File: src/rtl/command_tag_response_router_pkg.sv
`default_nettype none
// ============================================================================
// Module      : command_tag_response_router_pkg
// Description : Shared types and PSL response codes for the tag return path.
// Revision    : 1.0 - initial release
// ============================================================================
package command_tag_response_router_pkg;

    localparam int DEFAULT_TAG_WIDTH = 8;

    localparam logic [7:0] c_resp_done    = 8'h00;
    localparam logic [7:0] c_resp_aerror  = 8'h01;
    localparam logic [7:0] c_resp_derror  = 8'h03;
    localparam logic [7:0] c_resp_flushed = 8'h06;
    localparam logic [7:0] c_resp_paged   = 8'h0A;

    typedef struct packed {
        logic                         valid;
        logic [DEFAULT_TAG_WIDTH-1:0] tag;
        logic [7:0]                   response;
    } ResponseBufferLine;

endpackage
`default_nettype wire

File: src/rtl/command_tag_response_router_tag_free_list.sv
`default_nettype none
// ============================================================================
// Module      : command_tag_response_router_tag_free_list
// Description : Circular FIFO of free tags; pointers reset, storage does not.
// Revision    : 1.0 - initial release
// ============================================================================
module command_tag_response_router_tag_free_list
    import command_tag_response_router_pkg::*;
#(
    parameter int DEPTH = 64,
    parameter int WIDTH = DEFAULT_TAG_WIDTH
) (
    input  logic                    clock,
    input  logic                    rstn,
    input  logic                    push,
    input  logic [WIDTH-1:0]        push_data,
    input  logic                    pop,
    output logic [WIDTH-1:0]        head_data,
    output logic [$clog2(DEPTH):0]  count
);

    localparam int PTR_W = $clog2(DEPTH);

    logic [WIDTH-1:0] mem_q [DEPTH];
    logic [PTR_W-1:0] head_q, head_d;
    logic [PTR_W-1:0] tail_q, tail_d;
    logic [PTR_W:0]   count_q, count_d;

    always_comb begin
        head_d  = head_q;
        tail_d  = tail_q;
        count_d = count_q;
        if (pop) begin
            head_d = head_q + PTR_W'(1);
        end
        if (push) begin
            tail_d = tail_q + PTR_W'(1);
        end
        case ({push, pop})
            2'b10:   count_d = count_q + (PTR_W+1)'(1);
            2'b01:   count_d = count_q - (PTR_W+1)'(1);
            default: count_d = count_q;
        endcase
    end

    always_ff @(posedge clock) begin
        if (!rstn) begin
            head_q  <= '0;
            tail_q  <= '0;
            count_q <= '0;
        end else begin
            head_q  <= head_d;
            tail_q  <= tail_d;
            count_q <= count_d;
        end
    end

    always_ff @(posedge clock) begin
        if (push) begin
            mem_q[tail_q] <= push_data;
        end
    end

    assign head_data = mem_q[head_q];
    assign count     = count_q;

endmodule
`default_nettype wire

File: src/rtl/command_tag_response_router.sv
`default_nettype none
// ============================================================================
// Module      : command_tag_response_router
// Description : Allocates CAPI command tags, tracks owners, routes responses.
// Revision    : 1.0 - initial release
// ============================================================================
module command_tag_response_router
    import command_tag_response_router_pkg::*;
#(
    parameter int NUM_REQUESTS = 4,
    parameter int NUM_TAGS     = 64,
    parameter int TAG_WIDTH    = DEFAULT_TAG_WIDTH,
    parameter int ID_WIDTH     = (NUM_REQUESTS > 1) ? $clog2(NUM_REQUESTS) : 1
) (
    input  logic                       clock,
    input  logic                       rstn,
    input  logic                       enabled_in,
    input  logic                       cmd_issue_valid,
    input  logic [ID_WIDTH-1:0]        cmd_issue_id,
    output logic [TAG_WIDTH-1:0]       cmd_tag_out,
    output logic                       tag_available,
    input  ResponseBufferLine          response_in,
    output ResponseBufferLine          response_out [NUM_REQUESTS],
    output logic                       response_error,
    output logic [$clog2(NUM_TAGS):0]  outstanding_count,
    output logic                       init_done
);

    localparam int IDX_W = $clog2(NUM_TAGS);
    localparam int CNT_W = IDX_W + 1;

    localparam logic [0:0] c_st_init  = 1'b0;
    localparam logic [0:0] c_st_ready = 1'b1;

    logic [0:0]          state_q, state_d;
    logic [IDX_W-1:0]    init_cnt_q, init_cnt_d;
    logic                enabled_q, enabled_d;
    logic [NUM_TAGS-1:0] owner_valid_q, owner_valid_d;
    logic [ID_WIDTH-1:0] owner_id_q [NUM_TAGS];
    logic [ID_WIDTH-1:0] owner_id_d [NUM_TAGS];
    logic [CNT_W-1:0]    outstanding_q, outstanding_d;
    logic                resp_err_q, resp_err_d;
    ResponseBufferLine   resp_out_q [NUM_REQUESTS];
    ResponseBufferLine   resp_out_d [NUM_REQUESTS];

    logic [TAG_WIDTH-1:0] fl_head;
    logic [TAG_WIDTH-1:0] fl_push_data;
    logic [CNT_W-1:0]     fl_count;
    logic                 fl_push;
    logic                 issue;
    logic                 resp_hit;
    logic [IDX_W-1:0]     resp_idx;
    logic [IDX_W-1:0]     head_idx;

    assign resp_idx = response_in.tag[IDX_W-1:0];
    assign head_idx = fl_head[IDX_W-1:0];
    // Owner lookup uses the pre-edge table, so a same-cycle issue of this tag is not yet visible.
    assign resp_hit = response_in.valid
                    && (int'(response_in.tag) < NUM_TAGS)
                    && owner_valid_q[resp_idx];

    assign tag_available = (state_q == c_st_ready) && enabled_q && (fl_count != '0);
    assign issue         = cmd_issue_valid && tag_available;

    command_tag_response_router_tag_free_list #(
        .DEPTH (NUM_TAGS),
        .WIDTH (TAG_WIDTH)
    ) u_free_list (
        .clock     (clock),
        .rstn      (rstn),
        .push      (fl_push),
        .push_data (fl_push_data),
        .pop       (issue),
        .head_data (fl_head),
        .count     (fl_count)
    );

    always_comb begin
        state_d       = state_q;
        init_cnt_d    = init_cnt_q;
        enabled_d     = enabled_in;
        owner_valid_d = owner_valid_q;
        owner_id_d    = owner_id_q;
        outstanding_d = outstanding_q;
        resp_err_d    = response_in.valid && !resp_hit;
        fl_push       = 1'b0;
        fl_push_data  = '0;
        for (int i = 0; i < NUM_REQUESTS; i++) begin
            resp_out_d[i] = '0;
        end

        if (state_q == c_st_init) begin
            fl_push      = 1'b1;
            fl_push_data = TAG_WIDTH'(init_cnt_q);
            init_cnt_d   = init_cnt_q + IDX_W'(1);
            if (init_cnt_q == IDX_W'(NUM_TAGS - 1)) begin
                state_d = c_st_ready;
            end
        end

        // A hit tag is owned, hence never the free-list head being issued this cycle.
        if (resp_hit) begin
            owner_valid_d[resp_idx]          = 1'b0;
            fl_push                          = 1'b1;
            fl_push_data                     = response_in.tag;
            resp_out_d[owner_id_q[resp_idx]] = response_in;
        end

        if (issue) begin
            owner_valid_d[head_idx] = 1'b1;
            owner_id_d[head_idx]    = cmd_issue_id;
        end

        case ({issue, resp_hit})
            2'b10:   outstanding_d = outstanding_q + CNT_W'(1);
            2'b01:   outstanding_d = outstanding_q - CNT_W'(1);
            default: outstanding_d = outstanding_q;
        endcase
    end

    always_ff @(posedge clock) begin
        if (!rstn) begin
            state_q       <= c_st_init;
            init_cnt_q    <= '0;
            enabled_q     <= 1'b0;
            owner_valid_q <= '0;
            outstanding_q <= '0;
            resp_err_q    <= 1'b0;
            for (int i = 0; i < NUM_REQUESTS; i++) begin
                resp_out_q[i] <= '0;
            end
        end else begin
            state_q       <= state_d;
            init_cnt_q    <= init_cnt_d;
            enabled_q     <= enabled_d;
            owner_valid_q <= owner_valid_d;
            outstanding_q <= outstanding_d;
            resp_err_q    <= resp_err_d;
            for (int i = 0; i < NUM_REQUESTS; i++) begin
                resp_out_q[i] <= resp_out_d[i];
            end
        end
    end

    always_ff @(posedge clock) begin
        owner_id_q <= owner_id_d;
    end

    for (genvar g = 0; g < NUM_REQUESTS; g++) begin : g_resp_out
        assign response_out[g] = resp_out_q[g];
    end

    assign cmd_tag_out       = (state_q == c_st_ready) ? fl_head : '0;
    assign response_error    = resp_err_q;
    assign outstanding_count = outstanding_q;
    assign init_done         = (state_q == c_st_ready);

endmodule
`default_nettype wire

File: config.mk
export PLATFORM = sky130hd
export DESIGN_NAME = command_tag_response_router
export DESIGN_NICKNAME = d
export VERILOG_FILES = /design/src/rtl/command_tag_response_router_pkg.sv /design/src/rtl/command_tag_response_router_tag_free_list.sv /design/src/rtl/command_tag_response_router.sv
export SDC_FILE = /design/constraint.sdc
export NUM_CORES = 1
export LEC_CHECK = 0
export BUFFER_PORTS_ARGS = -buffer_cell sky130_fd_sc_hd__buf_2
export CORE_UTILIZATION = 30
export CTS_CLUSTER_SIZE = 16
export DETAILED_ROUTE_END_ITERATION = 8
export PLACE_DENSITY = 0.53
export SLEW_MARGIN = 20
export SYNTH_ARGS = -nofsm -noshare
export SYNTH_HDL_FRONTEND = slang
export SYNTH_HIERARCHICAL = 1
export SYNTH_SLANG_ARGS = --single-unit
File: constraint.sdc
create_clock -name clock -period 5.3 [get_ports clock]
set_clock_uncertainty 0.15 [all_clocks]
set_input_delay 0.265 -clock clock [delete_from_list [all_inputs] [get_ports clock]]
set_output_delay 0.265 -clock clock [all_outputs]
set_load 0.005 [all_outputs]
; ---- Word-level counts from Yosys, hierarchy flattened
; Memories as Yosys holds them, arrays and structs flattened. A register that Yosys moved wholly into a read port is not among the register bits.
; Index checks and enable logic that the tools add are counted.
[classes]
add_sub_neg = 7
magnitude_cmp = 10
n_eq_ne = 5
mux = 36
bitwise = 11
reduce_logical = 14
[op_table]
columns = cell, count
row1 = bitwise mux 128 bit, 1
row2 = two-way mux 64 bit, 2
row3 = two-way mux 17 bit, 5
row4 = bitwise AND 68 bit, 1
row5 = two-way mux 68 bit, 1
row6 = bitwise AND 64 bit, 1
row7 = inverter 64 bit, 1
row8 = bitwise OR 64 bit, 1
row9 = demux 17 bit (select 2 bit), 1
row10 = one-hot mux 7 bit (2 select lines), 2
row11 = adder 6 x 1 -> 6 bit (second input constant), 3
row12 = two-way mux 6 bit, 3
row13 = two-way mux 8 bit, 2
row14 = adder 7 x 1 -> 7 bit (second input constant), 2
row15 = greater-or-equal comparator 7 bit (second input constant), 2
row16 = less-than comparator 6 x 7 -> 1 bit (second input constant), 2
row17 = inverter 6 -> 7 bit, 2
row18 = subtractor 7 x 1 -> 7 bit (second input constant), 2
row19 = binary-select mux 2 bit (select 6 bit), 1
row20 = demux 1 bit (select 6 bit), 2
row21 = demux 2 bit (select 6 bit), 1
row22 = greater-or-equal comparator 6 x 1 -> 1 bit (second input constant), 2
row23 = two-way mux 1 bit, 11
row24 = logical AND 1 bit, 10
row25 = 14 further kinds, 22
[totals]
register_bits = 227
ram_bits = 580
elab_cells = 158
mem_count = 2
[mem_list]
columns = memory, depth, word_bits, read_ports, rd_ports_with_merged_regs, wr, line
row1 = u_free_list.mem_q, 64, 8, 1, 1, 1, command_tag_response_router_tag_free_list.sv:24  ; logic [WIDTH-1:0] mem_q [DEPTH];
row2 = resp_out_q, 4, 17, 4, 0, 4, command_tag_response_router.sv:43  ; ResponseBufferLine resp_out_q [NUM_REQUESTS];

; ---- Depth between registers and ports, before layout
[logic_depth]
ltp_word = 12
depth_mapped = 20
mapped_depth_nobuf = 17

; ---- Hierarchy
; The synthesis kept the hierarchy.
[by_module_without_submodules]
columns = mod, instances, cells_per_inst, area_each_um2
row1 = command_tag_response_router_tag_free_list, 1, 1040, 21144.0
row2 = command_tag_response_router, 1, 973, 11334.6

; ---- Worst setup path after synthesis
; Ideal clock, no wire load.
[synth_timing]
path_kind = input-to-reg
startpoint = input response_in[10] in the netlist's numbering
endpoint = memory u_free_list/mem_q[0][4] in the netlist's numbering, data pin
setup_time_ns = 0.702
arrival_time_ns = 4.396
path_slack_ns = 0.053
cell_stages = 10
n_path_buf = 2
cell_sequence = buf_6 > nor2b_1 > clkbuf_1 > a221oi_1 > o22ai_1 > a211oi_1 > nand3_1 > nand2_1 > inv_1 > o21ai_0
[synth_via]
elab_chain_cells = 4
elab_cells_between_ends = 6
classes_between = order compare (1) / mux (3) / reduce/logical (2)
[synth_rtl]
columns = item, line
row1 = from (decl), command_tag_response_router.sv:22  ; input ResponseBufferLine response_in,
row2 = binary-select mux 1 bit (select 6 bit) or less-than comparator 8 x 7 -> 1 bit (tied branches), "command_tag_response_router.sv:60, command_tag_response_router.sv:59"
row3 = two-way mux 1 bit (implied by the code) or logical AND 1 bit (tied branches), "command_tag_response_router.sv:60, command_tag_response_router.sv:59"
row4 = logical AND 1 bit *, command_tag_response_router.sv:60  ; && owner_valid_q[resp_idx];
row5 = two-way mux 8 bit *, command_tag_response_router.sv:102  ; if (resp_hit) begin
row6 = via fl_push_data[4], command_tag_response_router.sv:47  ; logic [TAG_WIDTH-1:0] fl_push_data;
row7 = to (decl), command_tag_response_router_tag_free_list.sv:24
; The timed path passes the listed nets; every way through them passes the cells marked *. The select of a mux whose other input is x is not followed.

==> flow_metrics.py <==
metrics = {
    "grt": {
        "number_of_global_route_vias_before_repair": 19381,
        "first_pass_grt_wire_length_um": 128000,
        "grt_max_degree": 65,
        "grt_antenna_before_repair": 0,
        "grt_remaining_overflow": 0,
        "global_route.usage.total_pct": 15.7,
    },
    "routing": {
        "dr.first_iter.drc_count": 1673,
        "drcViolationCount": 0,
        "via_count": 18976,
        "final_routed_wirelength_um": 86400,
        "detail_route.vias_per_cell": 4.99,
        "wl_per_cell_um": 22.7,
        "firstDrtPassIters": 5,
        "final_antenna_net_count": 0,
    },
    "logic_synthesis": {
        "synth-async-reset-ratio_pct": 0,
        "synth.distinct_cells": 72,
        "ffs_latches_synth": 813,
        "synth_cells": 2013,
        "ys.warnings.count": 6,
        "postSynthAreaPerCell_um2": 16.1,
        "synth-edff-count": 640,
        "synth_flop_cell": "sky130_fd_sc_hd__edfxtp_1",
        "seq_area_frac_synth_pct": 69.8,
        "synth.cell_area_mm2": 0.0325,
    },
    "timing": {
        "setup_repair_after_global_routing_missed_its_margin": "no",
        "slew_viol_final": 0,
        "final.period_utilization_pct": 90.2,
        "setup-violations-final": 0,
        "worst_hold_slack_ns": 0.0307,
        "clock.fmax_ghz": 0.209,
        "min_period_ns": 4.78,
        "timing_worst_slew_pin_value_ns": 1.01,
        "tns_ns": 0,
        "relSlewSlack_pct": 32.4,
        "finalHoldViolCount": 0,
    },
    "setup_path": {
        "critical-path-top-delay-family": "simple AND/OR/NAND/NOR gates",
        "path_buf_inv": 1,
        "timing.critical_path.mode_cell": "sky130_fd_sc_hd__nor2_1",
        "reg2reg_depth": 9,
        "r2r_setup_slk_ns": 0.52,
        "cp.required_ns": 5.42,
        "critPathMaxFanout": 29,
        "critPathLaunchType": "flop",
        "slowest_stage": "sky130_fd_sc_hd__dfxtp_4",
        "rr_endpoint": "owner_id_q[32]$_DFFE_PP_",
        "critical-path-max-stage-delay_ns": 0.77,
        "path_cells": "buf_12, mux4_2, mux2i_1, a22oi_1, o211ai_1, nor2_1, nand3_1, nand2b_1, nor2_1",
        "crit_end": "owner_id_q[32]$_DFFE_PP_",
        "timing.critical_path.to_type": "flop",
        "critical_path_arrival_ns": 4.90,
        "worstSetupPathType": "flop to flop",
        "cell_count_along_the_critical_path": 9,
    },
    "power": {
        "power.total_mw": 13.4,
        "pwr-share-clk_pct": 44.8,
        "seq_power_share_pct": 51.7,
        "p_int_mw": 10.5,
        "power.leakage_nw": 12.8,
        "power.ir.vdd_worst_v": 0.000215,
        "power_frac_comb_pct": 3.5,
        "switching_share_of_power_pct": 21.8,
        "power_density_mw_per_mm2": 348,
        "switching_power_mw": 2.92,
    },
    "final_layout": {
        "synthToLayoutAreaGrowth_pct": 18.4,
        "layout-drive-gt1-share_pct": 21.1,
        "final_common_cell": "sky130_fd_sc_hd__edfxtp_1",
        "final_nets": 2356,
        "num_antenna_cells": 0,
        "top_library_cells_by_usage_in_the_layout_fill_and_taps_aside": "sky130_fd_sc_hd__edfxtp_1, sky130_fd_sc_hd__nor2_1, sky130_fd_sc_hd__dfxtp_1, sky130_fd_sc_hd__mux4_2, sky130_fd_sc_hd__conb_1",
        "final_util_pct": 35.9,
    },
    "clock_tree": {
        "post-cts-setup-buffer-count": 0,
        "insertion_delay_ns": 0.67,
        "cts_tree": "built",
        "clock_tree_root_buffer_cell": "sky130_fd_sc_hd__clkbuf_16",
        "cts_buffer_depth": 3,
        "cts_inserted_buffers": 87,
        "h_tree_depth": 3,
        "post_cts_resize_count": 0,
        "holdBufCountCts": 15,
        "cts.sinks": 813,
        "clk_transition_reported_paths_ns": 0.06,
    },
    "floorplan": {
        "placeableCoreArea_mm2": 0.107,
        "io_pins": 109,
        "die_width_um": 331,
        "dieArea_mm2": 0.110,
        "die_height_um": 331,
        "initial_utilization_pct": 30.3,
        "floorplan.rows": 120,
    },
    "placed_design": {
        "place.port_buffers": 108,
        "finalWeightedCongestion": 0.951,
        "dp_hpwl_um": 56200,
    },
    "run_status": {
        "outcome": "completed",
    },
    "worst_hold_path": {
        "classification_of_the_worst_slack_hold_path": "primary input to flop",
    },
    "run": {
        "cap_viol_max_count": 0,
    },
}
[cell usage after synthesis, types with 12 or more instances]
library cell / count / area share [%]
sky130_fd_sc_hd__o21ai_0: 40 / 0.62
sky130_fd_sc_hd__nor2b_1: 20 / 0.39
sky130_fd_sc_hd__a21oi_1: 27 / 0.42
sky130_fd_sc_hd__buf_6: 13 / 0.45
sky130_fd_sc_hd__clkbuf_1: 53 / 0.61
sky130_fd_sc_hd__o21a_1: 59 / 1.4
sky130_fd_sc_hd__mux2_2: 16 / 0.55
sky130_fd_sc_hd__nand3b_1: 16 / 0.37
sky130_fd_sc_hd__nand2b_1: 22 / 0.42
sky130_fd_sc_hd__a22oi_1: 17 / 0.39
sky130_fd_sc_hd__nor3_1: 20 / 0.31
sky130_fd_sc_hd__mux2i_1: 61 / 1.9
sky130_fd_sc_hd__nor2_1: 227 / 2.6
sky130_fd_sc_hd__nand2_1: 86 / 0.99
sky130_fd_sc_hd__nand3_1: 28 / 0.43
sky130_fd_sc_hd__edfxtp_1: 640 / 59
sky130_fd_sc_hd__buf_2: 33 / 0.51
sky130_fd_sc_hd__a221oi_1: 25 / 0.67
sky130_fd_sc_hd__or3_1: 12 / 0.23
sky130_fd_sc_hd__and2_1: 22 / 0.42
sky130_fd_sc_hd__mux4_2: 141 / 9.8
sky130_fd_sc_hd__o22ai_1: 13 / 0.25
sky130_fd_sc_hd__o31a_1: 55 / 1.5
sky130_fd_sc_hd__buf_4: 15 / 0.35
sky130_fd_sc_hd__dfxtp_1: 173 / 11
sky130_fd_sc_hd__xor2_1: 15 / 0.40
[cell families (layout without fill, tap and decap cells)]
| kind of cell | count (synthesis) | after routing | share of synthesized area [%] |
|---|---|---|---|
| adder cells (fa/ha/maj) | 9 | 9 | 0.347 |
| flip-flops | 813 | 813 | 69.8 |
| XOR/XNOR | 22 | 22 | 0.593 |
| multiplexers | 225 | 225 | 12.7 |
| AND/OR/NAND/NOR | 505 | 505 | 7.37 |
| AO/OA/AOI/OAI | 302 | 302 | 6.91 |
| other | 1 | 136 | 0.0115 |
| buffers and inverters | 136 | 384 | 2.22 |
[layout make-up]
type	instances	area, µm²
Inverter	12	45.0
Tap cell	1403	1760
Sequential cell	813	22700
Timing Repair Buffer	211	1480
Clock inverter	46	464
Fill cell	10213	68700
Clock buffer	115	2370
Multi-Input combinational cell	1199	9650
[sequential cells by signal (all words and copies together), names as in the netlist, named ones only]
| register | flops |
|---|---|
| owner_id_q | 128 |
| outstanding_count | 7 |
| resp_out_q | 68 |
| u_free_list/mem_q | 512 |
| enabled_q | 1 |
| u_free_list/head_q | 6 |
| u_free_list/tail_q | 6 |
| init_done | 1 |
| owner_valid_q | 64 |
| u_free_list/count | 7 |
| init_cnt_q | 6 |
| response_error | 1 |
[power by group through the flow]
stage	clock, mW	combinational [mW]	sequential [mW]
detailed placement	0	0.446	7.05
global route	6.39	0.501	6.91
global placement	0	0.436	7.05
finish	6.00	0.470	6.92
floorplan	0	0.243	7.05
CTS	6.15	0.456	6.92
[how the worst min path moves through the flow]
| stage | startpoint | to | slack (ns) | cells past startpoint |
|---|---|---|---|---|
| 2_1_floorplan | cmd_issue_id[0] | owner_id_q[0]$_DFFE_PP_ | 0.21 | 0 |
| 3_3_place_gp | u_free_list/head_q[5]$_SDFFE_PN0P_ | u_free_list/head_q[5]$_SDFFE_PN0P_ | 0.33 | 2 |
| 3_5_place_dp | u_free_list/count[6]$_SDFFE_PN0P_ | u_free_list/count[6]$_SDFFE_PN0P_ | 0.34 | 2 |
| 4_1_cts | cmd_issue_id[0] | owner_id_q[60]$_DFFE_PP_ | 0.004 | 1 |
| 5_1_grt | cmd_issue_id[0] | owner_id_q[58]$_DFFE_PP_ | 0.04 | 1 |
| 6_report | cmd_issue_id[0] | owner_id_q[60]$_DFFE_PP_ | 0.03 | 1 |
[routing by layer]
metal	wire length, µm	vias to the layer above	track usage (%)
li1	-	8378	-
met1	37400	9692	21.2
met2	41600	740	25.9
met3	4910	166	2.52
met4	2570	0	5.19
met5	0	-	0
[metrics by stage]
step	setup WS (ns)	area, µm²	std cells
2_1_floorplan	0.0527	33000	2148
3_3_place_gp	0.494	35400	3619
3_5_place_dp	0.334	35400	3621
4_1_cts	0.554	38400	3797
5_1_grt	0.325	38500	3799
6_report	0.519	38500	3799
No activity file was read; power rests on OpenSTA's default activity.
